### src/rtl/stepper_axis_ctrl.sv
// stepper_axis_ctrl
//
// Single-axis stepper positioner. Homes against the left end switch,
// measures the rail span by stepping to the right switch, parks at mid-span,
// then tracks a clamped commanded target. It produces the step/dir pins for
// the motor driver and exports position and state for the debug display.
//
// Ports
//   clock, reset      system clock and synchronous active-high reset
//   calib             one-cycle pulse: (re)start calibration from any state
//   hold              level: while high, TRACK starts no new step slots
//   target            requested position in steps from the left end
//   target_load       one-cycle strobe capturing target (clamped), TRACK only
//   end_left/right    asynchronous active-high limit switches
//   step, dir         driver pins; dir=1 moves right (position increments)
//   current_pos       step count from the left end
//   span              measured left-to-right travel
//   ready             calibrated and in TRACK
//   at_target         in TRACK, current_pos == tgt and no slot in progress
//   fault             in FAULT
//   db_estado         state code (IDLE=0 .. FAULT=5)
//
// Motion is organised in step slots of 2*STEP_HALF cycles: c=0 sets dir with
// step low, c=1..STEP_HALF drives step high, the rest is low. Slots run
// back-to-back while motion is needed. STEP_HALF must be at least 2.

module stepper_axis_ctrl #(
  parameter int POS_W     = 16,
  parameter int STEP_HALF = 25000,
  parameter int MARGIN    = 4
) (
  input  logic             clock,
  input  logic             reset,
  input  logic             calib,
  input  logic             hold,
  input  logic [POS_W-1:0] target,
  input  logic             target_load,
  input  logic             end_left,
  input  logic             end_right,
  output logic             step,
  output logic             dir,
  output logic [POS_W-1:0] current_pos,
  output logic [POS_W-1:0] span,
  output logic             ready,
  output logic             at_target,
  output logic             fault,
  output logic [2:0]       db_estado
);

  typedef enum logic [2:0] {
    ST_IDLE       = 3'd0,
    ST_HOME_LEFT  = 3'd1,
    ST_SEEK_RIGHT = 3'd2,
    ST_CENTER     = 3'd3,
    ST_TRACK      = 3'd4,
    ST_FAULT      = 3'd5
  } state_t;

  localparam int SLOT_LEN = 2 * STEP_HALF;
  localparam int CNT_W    = $clog2(SLOT_LEN);
  localparam logic [CNT_W-1:0] SLOT_LAST = CNT_W'(SLOT_LEN - 1);
  localparam logic [CNT_W-1:0] STEP_HI   = CNT_W'(STEP_HALF);
  localparam logic [POS_W-1:0] POS_MAX   = '1;
  localparam logic [POS_W:0]   MARGIN_W  = (POS_W + 1)'(MARGIN);
  localparam logic [POS_W:0]   MARGIN2_W = (POS_W + 1)'(2 * MARGIN);

  // ---------------------------------------------------------------------
  // Limit switch synchronisers: bit 0 = left, bit 1 = right.
  // ---------------------------------------------------------------------
  logic [1:0] sw_raw;
  logic [1:0] sw_sync;

  assign sw_raw = {end_right, end_left};

  genvar gi;
  generate
    for (gi = 0; gi < 2; gi++) begin : g_sync
      logic meta_reg;
      logic sync_reg;
      always_ff @(posedge clock) begin
        if (reset) begin
          meta_reg <= 1'b0;
          sync_reg <= 1'b0;
        end else begin
          meta_reg <= sw_raw[gi];
          sync_reg <= meta_reg;
        end
      end
      assign sw_sync[gi] = sync_reg;
    end
  endgenerate

  logic left_sync;
  logic right_sync;
  assign left_sync  = sw_sync[0];
  assign right_sync = sw_sync[1];

  // ---------------------------------------------------------------------
  // State and datapath registers
  // ---------------------------------------------------------------------
  state_t             state_reg;
  logic               slot_active_reg;
  logic [CNT_W-1:0]   slot_cnt_reg;
  logic               step_reg;
  logic               dir_reg;
  logic [POS_W-1:0]   pos_reg;
  logic [POS_W-1:0]   span_reg;
  logic [POS_W-1:0]   tgt_reg;
  logic [POS_W-1:0]   home_cnt_reg;
  logic               ready_reg;
  logic               at_target_reg;
  logic               fault_reg;
  // A switch only counts as a limit violation once it has been seen low.
  // The carriage leaves CENTER sitting on the right switch it just found,
  // so that switch is disarmed until it releases.
  logic               left_armed_reg;
  logic               right_armed_reg;

  // Target clamp into [MARGIN, span-MARGIN]; a rail too short for the
  // margins parks at mid-span instead.
  function automatic logic [POS_W-1:0] clamp_target(
    input logic [POS_W-1:0] t,
    input logic [POS_W-1:0] s
  );
    logic [POS_W:0] t_w;
    logic [POS_W:0] s_w;
    logic [POS_W:0] hi_w;
    logic [POS_W-1:0] res;
    t_w  = {1'b0, t};
    s_w  = {1'b0, s};
    hi_w = s_w - MARGIN_W;
    if (s_w < MARGIN2_W) begin
      res = s >> 1;
    end else if (t_w < MARGIN_W) begin
      res = MARGIN_W[POS_W-1:0];
    end else if (t_w > hi_w) begin
      res = hi_w[POS_W-1:0];
    end else begin
      res = t;
    end
    return res;
  endfunction

  logic             slot_end;
  logic             decide;
  logic             limit_hit;
  logic             load_ok;
  logic             pos_tick;
  logic             counting;
  logic [POS_W-1:0] clamped;
  logic [POS_W-1:0] tgt_eff;

  // Decisions are taken on the last cycle of a slot or whenever idle.
  assign slot_end  = slot_active_reg && (slot_cnt_reg == SLOT_LAST);
  assign decide    = !slot_active_reg || slot_end;
  assign limit_hit = ((state_reg == ST_CENTER) || (state_reg == ST_TRACK)) &&
                     ((left_sync && left_armed_reg) || (right_sync && right_armed_reg));
  // calib outranks a load issued in the same cycle.
  assign load_ok   = target_load && (state_reg == ST_TRACK) && !calib && !limit_hit;
  assign clamped   = clamp_target(target, span_reg);
  // A load arriving exactly on a boundary steers that boundary's decision.
  assign tgt_eff   = load_ok ? clamped : tgt_reg;
  assign counting  = (state_reg == ST_SEEK_RIGHT) || (state_reg == ST_CENTER) ||
                     (state_reg == ST_TRACK);
  // Position moves in the cycle step rises (c=1), i.e. on the c=0 -> c=1 edge,
  // unless the slot is being aborted.
  assign pos_tick  = slot_active_reg && (slot_cnt_reg == '0) && counting &&
                     !calib && !limit_hit;

  always_ff @(posedge clock) begin
    if (reset) begin
      state_reg       <= ST_IDLE;
      slot_active_reg <= 1'b0;
      slot_cnt_reg    <= '0;
      step_reg        <= 1'b0;
      dir_reg         <= 1'b0;
      pos_reg         <= '0;
      span_reg        <= '0;
      tgt_reg         <= '0;
      home_cnt_reg    <= '0;
      ready_reg       <= 1'b0;
      at_target_reg   <= 1'b0;
      fault_reg       <= 1'b0;
      left_armed_reg  <= 1'b0;
      right_armed_reg <= 1'b0;
    end else begin
      at_target_reg <= 1'b0;
      if (!left_sync)  left_armed_reg  <= 1'b1;
      if (!right_sync) right_armed_reg <= 1'b1;

      // Advance through the current slot.
      if (slot_active_reg && !slot_end) begin
        slot_cnt_reg <= slot_cnt_reg + 1'b1;
        step_reg     <= ((slot_cnt_reg + 1'b1) <= STEP_HI);
      end

      if (pos_tick) begin
        pos_reg <= dir_reg ? pos_reg + 1'b1 : pos_reg - 1'b1;
      end

      if (load_ok) begin
        tgt_reg <= clamped;
      end

      if (calib) begin
        // Abort whatever is running and begin the first homing slot now.
        state_reg       <= ST_HOME_LEFT;
        ready_reg       <= 1'b0;
        fault_reg       <= 1'b0;
        home_cnt_reg    <= POS_W'(1);
        slot_active_reg <= 1'b1;
        slot_cnt_reg    <= '0;
        step_reg        <= 1'b0;
        dir_reg         <= 1'b0;
      end else if (limit_hit) begin
        state_reg       <= ST_FAULT;
        fault_reg       <= 1'b1;
        ready_reg       <= 1'b0;
        slot_active_reg <= 1'b0;
        slot_cnt_reg    <= '0;
        step_reg        <= 1'b0;
      end else if (decide) begin
        // Default: stop; branches that continue moving start a new slot.
        slot_active_reg <= 1'b0;
        slot_cnt_reg    <= '0;
        step_reg        <= 1'b0;
        case (state_reg)
          ST_IDLE: begin
          end

          ST_HOME_LEFT: begin
            if (left_sync) begin
              pos_reg         <= '0;
              state_reg       <= ST_SEEK_RIGHT;
              left_armed_reg  <= 1'b0;
              slot_active_reg <= 1'b1;
              dir_reg         <= 1'b1;
            end else if (home_cnt_reg == POS_MAX) begin
              state_reg <= ST_FAULT;
              fault_reg <= 1'b1;
            end else begin
              home_cnt_reg    <= home_cnt_reg + 1'b1;
              slot_active_reg <= 1'b1;
              dir_reg         <= 1'b0;
            end
          end

          ST_SEEK_RIGHT: begin
            if (right_sync) begin
              span_reg        <= pos_reg;
              tgt_reg         <= pos_reg >> 1;
              state_reg       <= ST_CENTER;
              right_armed_reg <= 1'b0;
              // Mid-span is always at or left of the right end.
              if (pos_reg != (pos_reg >> 1)) begin
                slot_active_reg <= 1'b1;
                dir_reg         <= 1'b0;
              end
            end else if (pos_reg == POS_MAX) begin
              state_reg <= ST_FAULT;
              fault_reg <= 1'b1;
            end else begin
              slot_active_reg <= 1'b1;
              dir_reg         <= 1'b1;
            end
          end

          ST_CENTER: begin
            if (pos_reg == tgt_reg) begin
              state_reg     <= ST_TRACK;
              ready_reg     <= 1'b1;
              at_target_reg <= 1'b1;
            end else begin
              slot_active_reg <= 1'b1;
              dir_reg         <= (tgt_reg > pos_reg);
            end
          end

          ST_TRACK: begin
            if (!hold && (pos_reg != tgt_eff)) begin
              slot_active_reg <= 1'b1;
              dir_reg         <= (tgt_eff > pos_reg);
            end else begin
              at_target_reg <= (pos_reg == tgt_eff);
            end
          end

          ST_FAULT: begin
          end

          default: begin
            state_reg <= ST_IDLE;
          end
        endcase
      end
    end
  end

  assign step        = step_reg;
  assign dir         = dir_reg;
  assign current_pos = pos_reg;
  assign span        = span_reg;
  assign ready       = ready_reg;
  assign at_target   = at_target_reg;
  assign fault       = fault_reg;
  assign db_estado   = state_reg;

endmodule

### config.mk
export PLATFORM = sky130hd
export DESIGN_NAME = stepper_axis_ctrl
export DESIGN_NICKNAME = d
export VERILOG_FILES = /design/src/rtl/stepper_axis_ctrl.sv
export SDC_FILE = /design/constraint.sdc
export NUM_CORES = 1
export LEC_CHECK = 0
export CORE_ASPECT_RATIO = 0.5
export CORE_MARGIN = 2
export CORE_UTILIZATION = 40
export DETAILED_ROUTE_END_ITERATION = 8
export HOLD_SLACK_MARGIN = 0.12
export SLEW_MARGIN = 20
export SYNTH_ARGS = -nofsm -noshare
export SYNTH_HDL_FRONTEND = slang
export SYNTH_SLANG_ARGS = --single-unit
export TNS_END_PERCENT = 100
### constraint.sdc
create_clock -name clock -period 5 [get_ports clock]
set_input_delay 1 -clock clock [delete_from_list [all_inputs] [get_ports clock]]
set_output_delay 1 -clock clock [all_outputs]
set_load 0.05 [all_outputs]
== Word-level counts from Yosys, hierarchy flattened ==
Cells that the tools add are included.
Operators by class
  add/sub/neg operators: 5
  multiply operators: 0
  div/mod/pow operators: 0
  order comparisons: 6
  eq/ne operators: 35
  shift operators: 0
  muxes and demuxes: 72
  bitwise gates (word level): 6
  reduce and logical (&&, ||, !) cells: 45
Operators by type and width (count)
  $mux 16: 16
  $add 16x1->16 const B: 3
  $eq 16x16->1 const B: 3
  $mux 1: 44
  $eq 16x16->1: 2
  $gt 16x16->1: 2
  $reduce_and 5->1: 6
  $mux 3: 7
  $ne 3x3->1 const B: 6
  $gt 16x17->1: 1
  $sub 16x3->17 const B: 1
  $le 16x15->1 const B: 1
  $logic_not 16->1: 1
  $lt 16x3->1 const B: 1
  $lt 16x4->1 const B: 1
  $ne 16x15->1: 1
  $ne 16x16->1: 1
  $sub 16x1->16 const B: 1
  $logic_and 1x1->1: 13
  $ne 3x2->1 const B: 4
  $pmux 3 s4: 1
  $ne 2x2->1 const B: 4
  $ne 4x3->1 const B: 2
  $pmux 1 s4: 2
  22 further kinds: 45
Word-level totals
  bits in registers: 95
  latch bits: 0
  bits in writable memories: 0
  bits in read-only memories: 0
  bits of input ports: 23
  output and inout port bits: 40
  word-level logic and storage cells: 190
  memories kept: 0

== Depth between registers and ports, before layout ==
Gate-level depths: netlist of run 1.
  word-level depth: 13
  gate-level depth with buffers: 25
  depth with buffers taken out: 24

== Worst setup path before layout of run 1 ==
OpenSTA, ideal clock, no wires.
  path type: register -> register
  start: register span_reg[11] (netlist: span[11])
  end: register dir_reg (netlist: dir)
  setup time: 0.087 ns
  arrival: 4.792 ns
  data required time: 4.913 ns
  slack: 0.121 ns
  cell stages (with the launch flop): 23
  path buffers: 1
  period minus slack after synthesis: 4.879 ns
  cell sequence: dfxtp_1 -> or4_1 -> or3_1 -> xor2_1 -> ha_1 -> nand3_1 -> nor2_1 -> a22oi_1 -> o211ai_2 -> a2bb2oi_4 -> buf_4 -> and2_1 -> o21ai_0 -> nand2_1 -> ha_1 -> nand4_1 -> or3_1 -> o21ai_0 -> o21ai_0 -> nor3_1 -> or2_2 -> nand4_1 -> o31ai_1
On the way
  cells in the longest elaborated chain, start to end: 10
  elaborated cells between the ends (all ways): 14
  those cells by class: 1 x add/sub; 3 x order compare; 2 x eq/ne; 6 x mux; 2 x reduce/logical
Ends and longest elaborated chain
  start, declared: RTL line 107  | logic [POS_W-1:0] span_reg;
  start signal, assigned: RTL line 250  | span_reg <= pos_reg;
  $sub 16x3->17: RTL line 131  | hi_w = s_w - MARGIN_W;
  $gt 16x17->1: RTL line 136  | end else if (t_w > hi_w) begin
  $mux 16: RTL line 136
  $mux 16: RTL line 134  | end else if (t_w < MARGIN_W) begin
  $mux 16 (*): RTL line 132  | if (s_w < MARGIN2_W) begin
  $mux 16 (*): RTL line 162  | assign tgt_eff = load_ok ? clamped : tgt_reg;
  parallel branches: the longest is 4 deep, another holds $gt 16x16->1
  end signal, assigned: RTL line 275  | dir_reg <= (tgt_reg > pos_reg);
  end signal, assigned: RTL line 282  | dir_reg <= (tgt_eff > pos_reg);
  end, declared: RTL line 105  | logic dir_reg;
Every way passes the cells marked *. The select of a mux whose other input is x is not followed.
A chain may end at the register's enable or synchronous reset.

== Final worst setup path of run 1 ==
Same ends and word-level chain as after synthesis.

==> results of run 1 <==
-- worst register-to-register path, stage by stage (launching register included) --
cell	delay, ns
dfxtp_1	0.32
or4_4	0.54
or3_4	0.35
xor2_2	0.16
ha_1	0.33
nand3_2	0.08
nor2_2	0.05
a22oi_2	0.21
o211ai_2	0.13
a2bb2oi_4	0.21
clkbuf_16	0.18
buf_12	0.12
nand2b_1	0.16
a32o_2	0.30
ha_4	0.27
nand4_1	0.11
or3_4	0.45
o21ai_4	0.18
o21ai_2	0.07
nor3_2	0.23
or2_4	0.16
nand4_1	0.10
o31ai_1	0.09
-- metal layers --
metal | part of all wire (%) | up-vias
met1 | 50 | 3065
li1 | - | 3261
met4 | 1.0 | 0
met5 | 0 | -
met2 | 43 | 208
met3 | 6.0 | 16
-- where the power goes --
part | total, mW | internal, mW | switching (mW)
Clock | 0.712 | 0.391 | 0.321
Sequential | 0.774 | 0.763 | 0.0110
Combinational | 0.160 | 0.0739 | 0.0861
Total | 1.65 | 1.23 | 0.418
-- logic make-up (layout without fill, tap and decap cells) --
| logic type | Yosys count | after routing | synth area share, % |
|---|---|---|---|
| adder cells (fa/ha/maj) | 74 | 74 | 13.64 |
| AO/OA/AOI/OAI | 190 | 190 | 18.68 |
| flip-flops | 95 | 95 | 27.78 |
| AND/OR/NAND/NOR | 346 | 346 | 25.55 |
| buffers and inverters | 71 | 181 | 4.880 |
| XOR/XNOR | 52 | 52 | 6.653 |
| multiplexers | 19 | 19 | 2.815 |
-- through the flow --
stage / area, um^2 / util (%) / std cells
4_1_cts: 8294 / 50.09 / 1174
6_report: 8602 / 51.95 / 1184
5_1_grt: 8602 / 51.95 / 1184
3_5_place_dp: 7995 / 48.29 / 1159
2_1_floorplan: 6845 / - / 847
3_3_place_gp: 7995 / 48.29 / 1159
-- area by class of cell --
type | count | area share (%)
Multi-Input combinational cell | 681 | 55.84
Sequential cell | 95 | 22.12
Timing Repair Buffer | 126 | 13.57
Tap cell | 227 | 3.302
Clock buffer | 9 | 2.618
Inverter | 40 | 1.745
Clock inverter | 6 | 0.8000
-- cell usage in the layout, fill, tap and decap left out, types with 7 or more instances in the layout --
cell / netlist / layout
a21o_1: 18 / 18
a21oi_1: 55 / 55
a311oi_1: 13 / 13
a31oi_1: 7 / 7
and2_1: 14 / 14
and3_1: 7 / 7
buf_4: 3 / 59
clkbuf_16: 0 / 11
clkdlybuf4s50_1: 0 / 61
dfxtp_1: 95 / 94
ha_1: 73 / 68
inv_1: 40 / 40
mux2i_1: 17 / 17
nand2_1: 91 / 88
nand2b_1: 7 / 7
nand3_1: 28 / 26
nand4_1: 18 / 18
nor2_1: 94 / 93
nor2b_1: 8 / 8
nor3_1: 25 / 22
nor4_1: 9 / 8
o21a_1: 13 / 13
o21ai_0: 34 / 26
o21ai_2: 0 / 7
or3_1: 16 / 14
xnor2_1: 31 / 31
xor2_1: 21 / 19
-- timing repair --
item	in CTS	in global routing
gates resized for setup	3	42
pin swaps	0	22
gates cloned	0	2
buffers inserted	0	8
hold buffers	0	0
endpoints found under the setup margin	2	3
-- final timing paths --
check	start	to	slack [ns]	cells after the start
worst min register to register	g_sync[1].meta_reg	g_sync[1].sync_reg	0.44	1
worst min-delay path	g_sync[1].meta_reg	g_sync[1].sync_reg	0.44	1
worst max-delay path	span[11]	dir	0.11	22
worst max register to register	span[11]	dir	0.11	22
==> impl_metrics.csv, run 1 <==
group,metric,value,unit
placed_design,place_congestion,0.8981,
synth,avgSynthCellArea,8.082,um^2
drt,vias,6550,
synth,ys.flop_type,"dfxtp_1",
synth,ys_seq_area_share,27.78,%
grt,busiest_layer,"met2",
worst_setup_path,cp_num_buf_inv,2,
finish,area_growth,25.66,%
grt,grt_use_met2,34.86,%
floorplanning,start_util,41.34,%
worst_setup_path,crit_chain,"or4_4 -> or3_4 -> xor2_2 -> ha_1 -> nand3_2 -> nor2_2 -> a22oi_2 -> o211ai_2 -> a2bb2oi_4 -> clkbuf_16 -> buf_12 -> nand2b_1 -> a32o_2 -> ha_4 -> nand4_1 -> or3_4 -> o21ai_4 -> o21ai_2 -> nor3_2 -> or2_4 -> nand4_1 -> o31ai_1",
grt,use_met3,3.178,%
drt,vias_per_cell,5.532,
synth,syn_inst,847,
floorplanning,io_pins,63,
floorplanning,num_rows,33,
placed_design,pre_cts_ws,-0.3905,ns
synth,syn_area,6845,um^2
sta,hold_viol,0,
clocking,htree_levels,3,
drt,avgRoutedWirePerCell,16.87,um
synth,synth_top_area_cell,"dfxtp_1",
finish,finalNetCount,1050,
drt,drt_wl_total,19980,um
grt,first_global_vias,5970,
clocking,clkTransAtPathRegs,0.07,ns
worst_setup_path,critPathTopFamily,"simple AND/OR/NAND/NOR gates",
worst_setup_path,worstPathArrival,5.15,ns
worst_setup_path,slowest_stage,"or4_4",
sta,worst_slew_pin_slew,1.150,ns
pwr,vdd_drop_max,0.0001791,V
finish,fillers,1523,
sta,slew_headroom,23.04,%
synth,synth_edf_count,0,
clocking,cts_buffers,9,
synth,synthArstFlopShare,0,%
sta,finalCriticalPeriod,4.895,ns
floorplanning,core,16560,um^2
synth,synth-seq-cells,95,
clocking,cts_sinks,95,
pwr,leakage,3.665,nW
sta,worst_slack,0.1052,ns
worst_setup_path,worstPathRequired,5.26,ns
clocking,root_buffer,"clkbuf_16",
drt,first_iter_violations,559,
finish,diodes,0,
worst_setup_path,path_class,"reg -> reg",
placed_design,dpl.hpwl,14690,um
sta,hold_ws,0.4376,ns
pwr,power,1.646,mW
clocking,ctsLongestPathBuffers,2,
worst_setup_path,cp-start-kind,"register",
sta,setup_tns,0,ns
grt,met1_usage,30.87,%
sta,timing.fmax,204.3,MHz
synth,yosys.area.top_type_share,27.78,%
grt,antenna_found_initial,0,
status,outcome,"complete, no violations",
worst_setup_path,cp_max_fo,7,
drt,drt_first_pass_iters,5,
synth,yosys-top-cells-count,"dfxtp_1 (95), nor2_1 (94), nand2_1 (91), ha_1 (73), a21oi_1 (55)",
synth,synthDistinctLibCells,72,
sta,fin_skew,0.008558,ns
grt,overflow,0,
worst_setup_path,worst_setup_path_end_kind,"register",
clocking,cts_tree,"done",
grt,grt_pass1_wl,31230,um
finish,drive_above_1_share,14.21,%
pwr,power.density,191.3,nW/um^2
finish,final-seq-area,1903,um^2
sta,drv_slew,0,
job,max_cap_viol_count,0,
sta,setup_viol_count_final,0,
placed_design,io_buffers,62,
sta,fin_crit_sh,97.90,%
clocking,clkLatencyLatePin,0.35,ns
drt,remaining_drc_errors,0,
worst_setup_path,slowest_delay,0.54,ns
floorplanning,die_area,18240,um^2
finish,multi_input_area,4803,um^2
synth,synthesis.nets,944,
floorplanning,die_w,189.0,um
grt,grt_usage,21.67,%
drt,ant_nets,0,
grt,grt_max_degree,45,
synth,synthTopCellsByArea,"dfxtp_1 (28%), ha_1 (13%), nor2_1 (5.2%)",
hold_path,hold_class,"reg -> reg",
floorplanning,die_h,96.50,um
synth,yosysWarnings,0,
synth,synth_most_common_cell,"dfxtp_1",
Note: power is estimated with default switching activity, not from simulation.
==> inputs of run 2 (changes only) <==
--- a/config.mk
+++ b/config.mk
@@ -10,6 +10,7 @@
 export CORE_UTILIZATION = 40
 export DETAILED_ROUTE_END_ITERATION = 8
 export HOLD_SLACK_MARGIN = 0.12
+export SETUP_SLACK_MARGIN = 0.5
 export SLEW_MARGIN = 20
 export SYNTH_ARGS = -nofsm -noshare
 export SYNTH_HDL_FRONTEND = slang
==> run 2 against run 1 <==
  * Final cell count up 0.51%
  * Via count increased by 0.49%
  * Clock power down 3%
  * Critical path type unchanged
  * Largest cell class unchanged
==> impl_metrics.csv, run 2 (synthesized netlist as in run 1, its figures left out) <==
group,metric,value,unit
clocking,root_buffer,"clkbuf_16",
floorplanning,die_area,18240,um^2
grt,grt_usage,22.87,%
finish,drive_above_1_share,15.58,%
sta,fin_skew,0.01050,ns
grt,grt_pass1_wl,33110,um
worst_setup_path,worst_setup_path_end_kind,"register",
pwr,netSwitchingFraction,27.11,%
clocking,clkLatencyLatePin,0.36,ns
pwr,p_seq_share,47.5,%
pwr,power_frac_comb,9.9,%
finish,multi_input_area,4793,um^2
clocking,cts_hold_buf,0,
grt,antenna_found_initial,0,
worst_setup_path,slowest_stage,"or4_4",
clocking,htree_levels,3,
hold_path,hold_class,"reg -> reg",
drt,vias_per_cell,5.531,
sta,worst_slew_pin_slew,1.079,ns
worst_setup_path,cp-start-kind,"register",
clocking,cts_buffers,9,
drt,drt_wl_total,20340,um
grt,overflow,0,
floorplanning,die_w,189.0,um
sta,drv_slew,0,
drt,drt_first_pass_iters,5,
finish,finalNetCount,1055,
grt,grt_max_degree,45,
floorplanning,num_rows,33,
drt,first_iter_violations,517,
grt,busiest_layer,"met2",
worst_setup_path,crit_chain,"or4_4 -> or3_4 -> xor2_2 -> ha_1 -> nand3_2 -> nor2_2 -> a22oi_2 -> o211ai_2 -> a2bb2oi_4 -> buf_12 -> buf_6 -> nand2b_4 -> a32o_2 -> ha_4 -> nand4_1 -> or3_4 -> buf_6 -> o21bai_1 -> a21oi_1 -> o32ai_1 -> o31ai_1",
finish,diodes,0,
job,max_cap_viol_count,0,
worst_setup_path,cp_max_fo,6,
sta,setup_viol_count_final,0,
floorplanning,core,16560,um^2
pwr,vdd_drop_max,0.0001609,V
sta,rsz0062_at_grt,"yes",
placed_design,io_buffers,62,
clocking,ctsLongestPathBuffers,2,
sta,worst_slack,0.2894,ns
pwr,p_int,1.185,mW
pwr,power.density,188.0,nW/um^2
sta,slew_headroom,27.83,%
status,outcome,"complete, no violations",
drt,vias,6582,
worst_setup_path,slowest_delay,0.52,ns
finish,final_common_cell,"nor2_1",
grt,grt_use_met2,37.61,%
clocking,cts_tree,"done",
sta,hold_viol,0,
finish,final-seq-area,1918,um^2
floorplanning,start_util,41.34,%
placed_design,place_congestion,0.9026,
finish,final_cell_mix,"nor2_1 (92), nand2_1 (89), dfxtp_1 (86)",
drt,ant_nets,0,
clocking,clkTransAtPathRegs,0.07,ns
sta,fin_crit_sh,94.21,%
placed_design,place_inst,1153,
grt,use_met3,2.745,%
pwr,leakage,3.702,nW
placed_design,pre_cts_ws,-0.2161,ns
pwr,power.switching,440.7,uW
clocking,cts_sinks,95,
sta,finalCriticalPeriod,4.711,ns
finish,area_growth,26.30,%
floorplanning,io_pins,63,
sta,setup_tns,0,ns
floorplanning,die_h,96.50,um
drt,avgRoutedWirePerCell,17.09,um
finish,fillers,1558,
drt,remaining_drc_errors,0,
pwr,clkPwrFrac,42.6,%
placed_design,dpl.hpwl,14980,um
sta,timing.fmax,212.3,MHz
worst_setup_path,path_class,"reg -> reg",
grt,first_global_vias,6223,
worst_setup_path,worstPathArrival,4.97,ns
finish,fin_cells,1190,
grt,met1_usage,32.02,%
worst_setup_path,worstPathRequired,5.26,ns
==> run 2: cell count changes in the layout (fill, tap and decap cells not counted), sizes merged, moves of 2 or more <==
cell / previous run / this run
dlygate4sd2: 0 / 4
inv: 43 / 45
clkdlybuf4s50: 61 / 58
buf: 62 / 69
clkbuf: 11 / 9
==> run 2: final timing paths <==
path	start	endpoint	slack [ns]	depth (start not counted)
max	span[12]	dir	0.29	21
min	g_sync[1].meta_reg	g_sync[1].sync_reg	0.45	1
max reg2reg	span[12]	dir	0.29	21
min reg2reg	g_sync[1].meta_reg	g_sync[1].sync_reg	0.45	1
==> run 2: what timing repair did <==
item	4_1_cts	5_1_grt
buffers inserted	14	5
cloned	2	0
resized for setup	36	12
pin swaps	40	18
setup endpoints to repair	3	3
==> run 2: per-layer routing <==
layer  wire [um]  share of wire [%]  up-vias
li1            -                  -     3272
met5           0                  0        -
met4         325                1.6        0
met3         746                3.7       26
met1       10270                 51     3124
met2        8992                 44      160
==> run 2: layout make-up <==
class,count,share of cell area [%]
clock buffers,9,2.605
inverters,40,1.737
clock inverters,7,0.7091
flip-flops and latches,95,22.19
well taps,227,3.285
repair buffers,131,14.04
multi-input cells,681,55.44
==> run 2: critical path: cells and delay by family, from the launching register on <==
kind	cells	cell delay [ns]
simple gates	7	1.67
xor+xnor	1	0.17
buf+inv	3	0.39
flops	1	0.34
fa+ha+maj	2	0.61
compound gates	8	1.45
==> run 2: through the flow <==
stage	util, %	cell area, um^2	power [mW]	hold slack, ns
2_1_floorplan	-	6888	0.8793	0.4138
3_3_place_gp	48.24	7986	0.9422	0.4276
3_5_place_dp	48.24	7986	0.9436	0.4397
4_1_cts	51.65	8552	1.634	0.4559
5_1_grt	52.22	8646	1.688	0.4606
6_report	52.22	8646	1.626	0.4453
==> run 2: power by group through the flow <==
stage	logic [mW]	clock network [mW]	registers, mW
after floorplan	0.0859	0	0.793
after global placement	0.152	0	0.790
after detailed placement	0.153	0	0.790
after CTS	0.156	0.706	0.772
after global routing	0.174	0.740	0.774
final	0.160	0.693	0.772
==> inputs of run 3 (changes only) <==
==> constraint.sdc (replaced) <==
create_clock -name clock -period 4.35 [get_ports clock]
set_input_delay 0.87 -clock clock [delete_from_list [all_inputs] [get_ports clock]]
set_output_delay 0.87 -clock clock [all_outputs]
set_load 0.05 [all_outputs]
==> run 3 against run 2 <==
  * The run now ends with setup timing left
  * Clock power up 14%
  * Combinational power rose by 24%
  * Critical path depth rose by 1
  * Hold slack got worse by 0.0023 ns
  * Global-route usage is 0.31 points higher
  * Utilization increased by 1.4 points
  * Die area did not move
  * Critical path type unchanged
  * Largest cell class unchanged
  * Highest routed layer unchanged
==> impl_metrics.csv, run 3 (synthesized netlist as in run 1, its figures left out) <==
group,metric,value,unit
finish,final_common_cell,"nor2_1",
finish,finalNetCount,1078,
grt,met1_usage,32.24,%
finish,diodes,0,
drt,first_iter_violations,469,
sta,worst_slack,-0.3873,ns
clocking,cts_sinks,95,
drt,ant_nets,0,
grt,use_met3,3.936,%
placed_design,pre_cts_ws,-0.8464,ns
sta,hold_viol,0,
status,outcome,"finished with violations",
grt,overflow,0,
worst_setup_path,cp_max_fo,8,
placed_design,place_congestion,0.9254,
floorplanning,num_rows,33,
worst_setup_path,worst_setup_path_end_kind,"register",
clocking,cts_tree,"done",
grt,first_global_vias,6335,
floorplanning,die_area,18240,um^2
clocking,clkLatencyLatePin,0.36,ns
placed_design,io_buffers,62,
placed_design,placed_area,8254,um^2
floorplanning,die_h,96.50,um
clocking,root_buffer,"clkbuf_16",
sta,setup_viol_count_final,3,
sta,finalCriticalPeriod,4.737,ns
clocking,cts_hold_buf,0,
pwr,power.density,211.1,nW/um^2
drt,vias_per_cell,5.526,
sta,fin_skew,0.01512,ns
worst_setup_path,cp-start-kind,"register",
sta,setup_tns,-0.8693,ns
drt,drt_first_pass_iters,5,
job,max_cap_viol_count,0,
clocking,cts_buffers,9,
drt,avgRoutedWirePerCell,17.07,um
grt,antenna_found_initial,0,
pwr,vdd_drop_max,0.0001753,V
sta,timing.fmax,211.1,MHz
sta,drv_slew,0,
drt,vias,6703,
grt,grt_use_met2,37.55,%
grt,grt_pass1_wl,33420,um
pwr,leakage,3.795,nW
grt,grt_usage,23.18,%
grt,grt_max_degree,45,
floorplanning,die_w,189.0,um
worst_setup_path,path_class,"reg -> reg",
floorplanning,start_util,41.34,%
finish,fin_area,8871,um^2
finish,drive_above_1_share,18.66,%
finish,final_cell_mix,"nor2_1 (91), nand2_1 (87), dfxtp_1 (85), buf_4 (85), ha_1 (68)",
placed_design,dpl.hpwl,15460,um
sta,fin_crit_sh,108.9,%
finish,utilization,53.58,%
sta,worst_slew_pin_slew,0.9341,ns
drt,drt_wl_total,20700,um
sta,slew_headroom,37.66,%
floorplanning,io_pins,63,
drt,remaining_drc_errors,0,
floorplanning,core,16560,um^2
finish,area_growth,29.59,%
grt,busiest_layer,"met2",
clocking,ctsLongestPathBuffers,2,
sta,rsz0062_at_grt,"yes",
status,violations,"setup timing",
worst_setup_path,worstPathRequired,4.62,ns
clocking,clkTransAtPathRegs,0.08,ns
clocking,htree_levels,3,
worst_setup_path,worstPathArrival,5.01,ns
hold_path,hold_class,"reg -> reg",
[run 3: metrics by stage]
stage	std cells	power [mW]	hold slack (ns)
after global placement	1186	1.090	0.4336
after CTS	1208	1.886	0.4488
after detailed placement	1186	1.093	0.4309
final	1213	1.873	0.4429
after floorplan	847	1.012	0.4138
after global routing	1213	1.938	0.4604
[run 3: cell type report]
cell class | count | area [um^2]
Clock buffer | 9 | 225.2
Clock inverter | 7 | 61.31
Fill cell | 1548 | 7686
Inverter | 40 | 150.1
Multi-Input combinational cell | 681 | 4866
Sequential cell | 95 | 1919
Tap cell | 227 | 284.0
Timing Repair Buffer | 154 | 1365
[run 3: routing by layer]
layer	share of wire, %	vias to the layer above	routed length (um)
met5	0	-	0
met4	1.7	0	353
met3	5.3	33	1103
met2	44	213	9104
met1	49	3150	10140
li1	-	3307	-
[run 3: final timing paths]
path              depth (start not counted)                 end          startpoint  slack (ns)
hold reg to reg                           1  g_sync[0].sync_reg  g_sync[0].meta_reg        0.44
setup reg to reg                         22                 dir            span[11]       -0.39
setup / recovery                         22                 dir            span[11]       -0.39
hold / removal                            1  g_sync[0].sync_reg  g_sync[0].meta_reg        0.44
[run 3: power by group]
| part | internal (mW) | switching [mW] | leakage (nW) |
|---|---|---|---|
| clock | 0.400 | 0.389 | 0.140 |
| combinational | 0.0928 | 0.106 | 2.88 |
| sequential | 0.876 | 0.00911 | 0.774 |
| total | 1.37 | 0.504 | 3.79 |
[run 3: worst max-delay path: stages (launching register included)]
cell       delay [ns]
dfxtp_4          0.34
or4_4            0.53
or3_4            0.39
xor2_2           0.22
ha_4             0.24
nand3_2          0.10
nor2_4           0.04
a22oi_2          0.19
o211ai_2         0.15
a2bb2oi_4        0.18
buf_12           0.15
buf_8            0.13
and2_4           0.16
o21ai_4          0.15
nand2_2          0.08
ha_4             0.27
nand4_1          0.11
or3_4            0.44
buf_6            0.13
o21bai_1         0.14
a21oi_1          0.17
o32ai_2          0.09
o31ai_1          0.25
[run 3: repair_timing]
action,CTS,global route
gates resized for setup,26,23
setup buffers,5,5
setup endpoints to repair,3,3
cloned,1,0
pin swaps,9,25
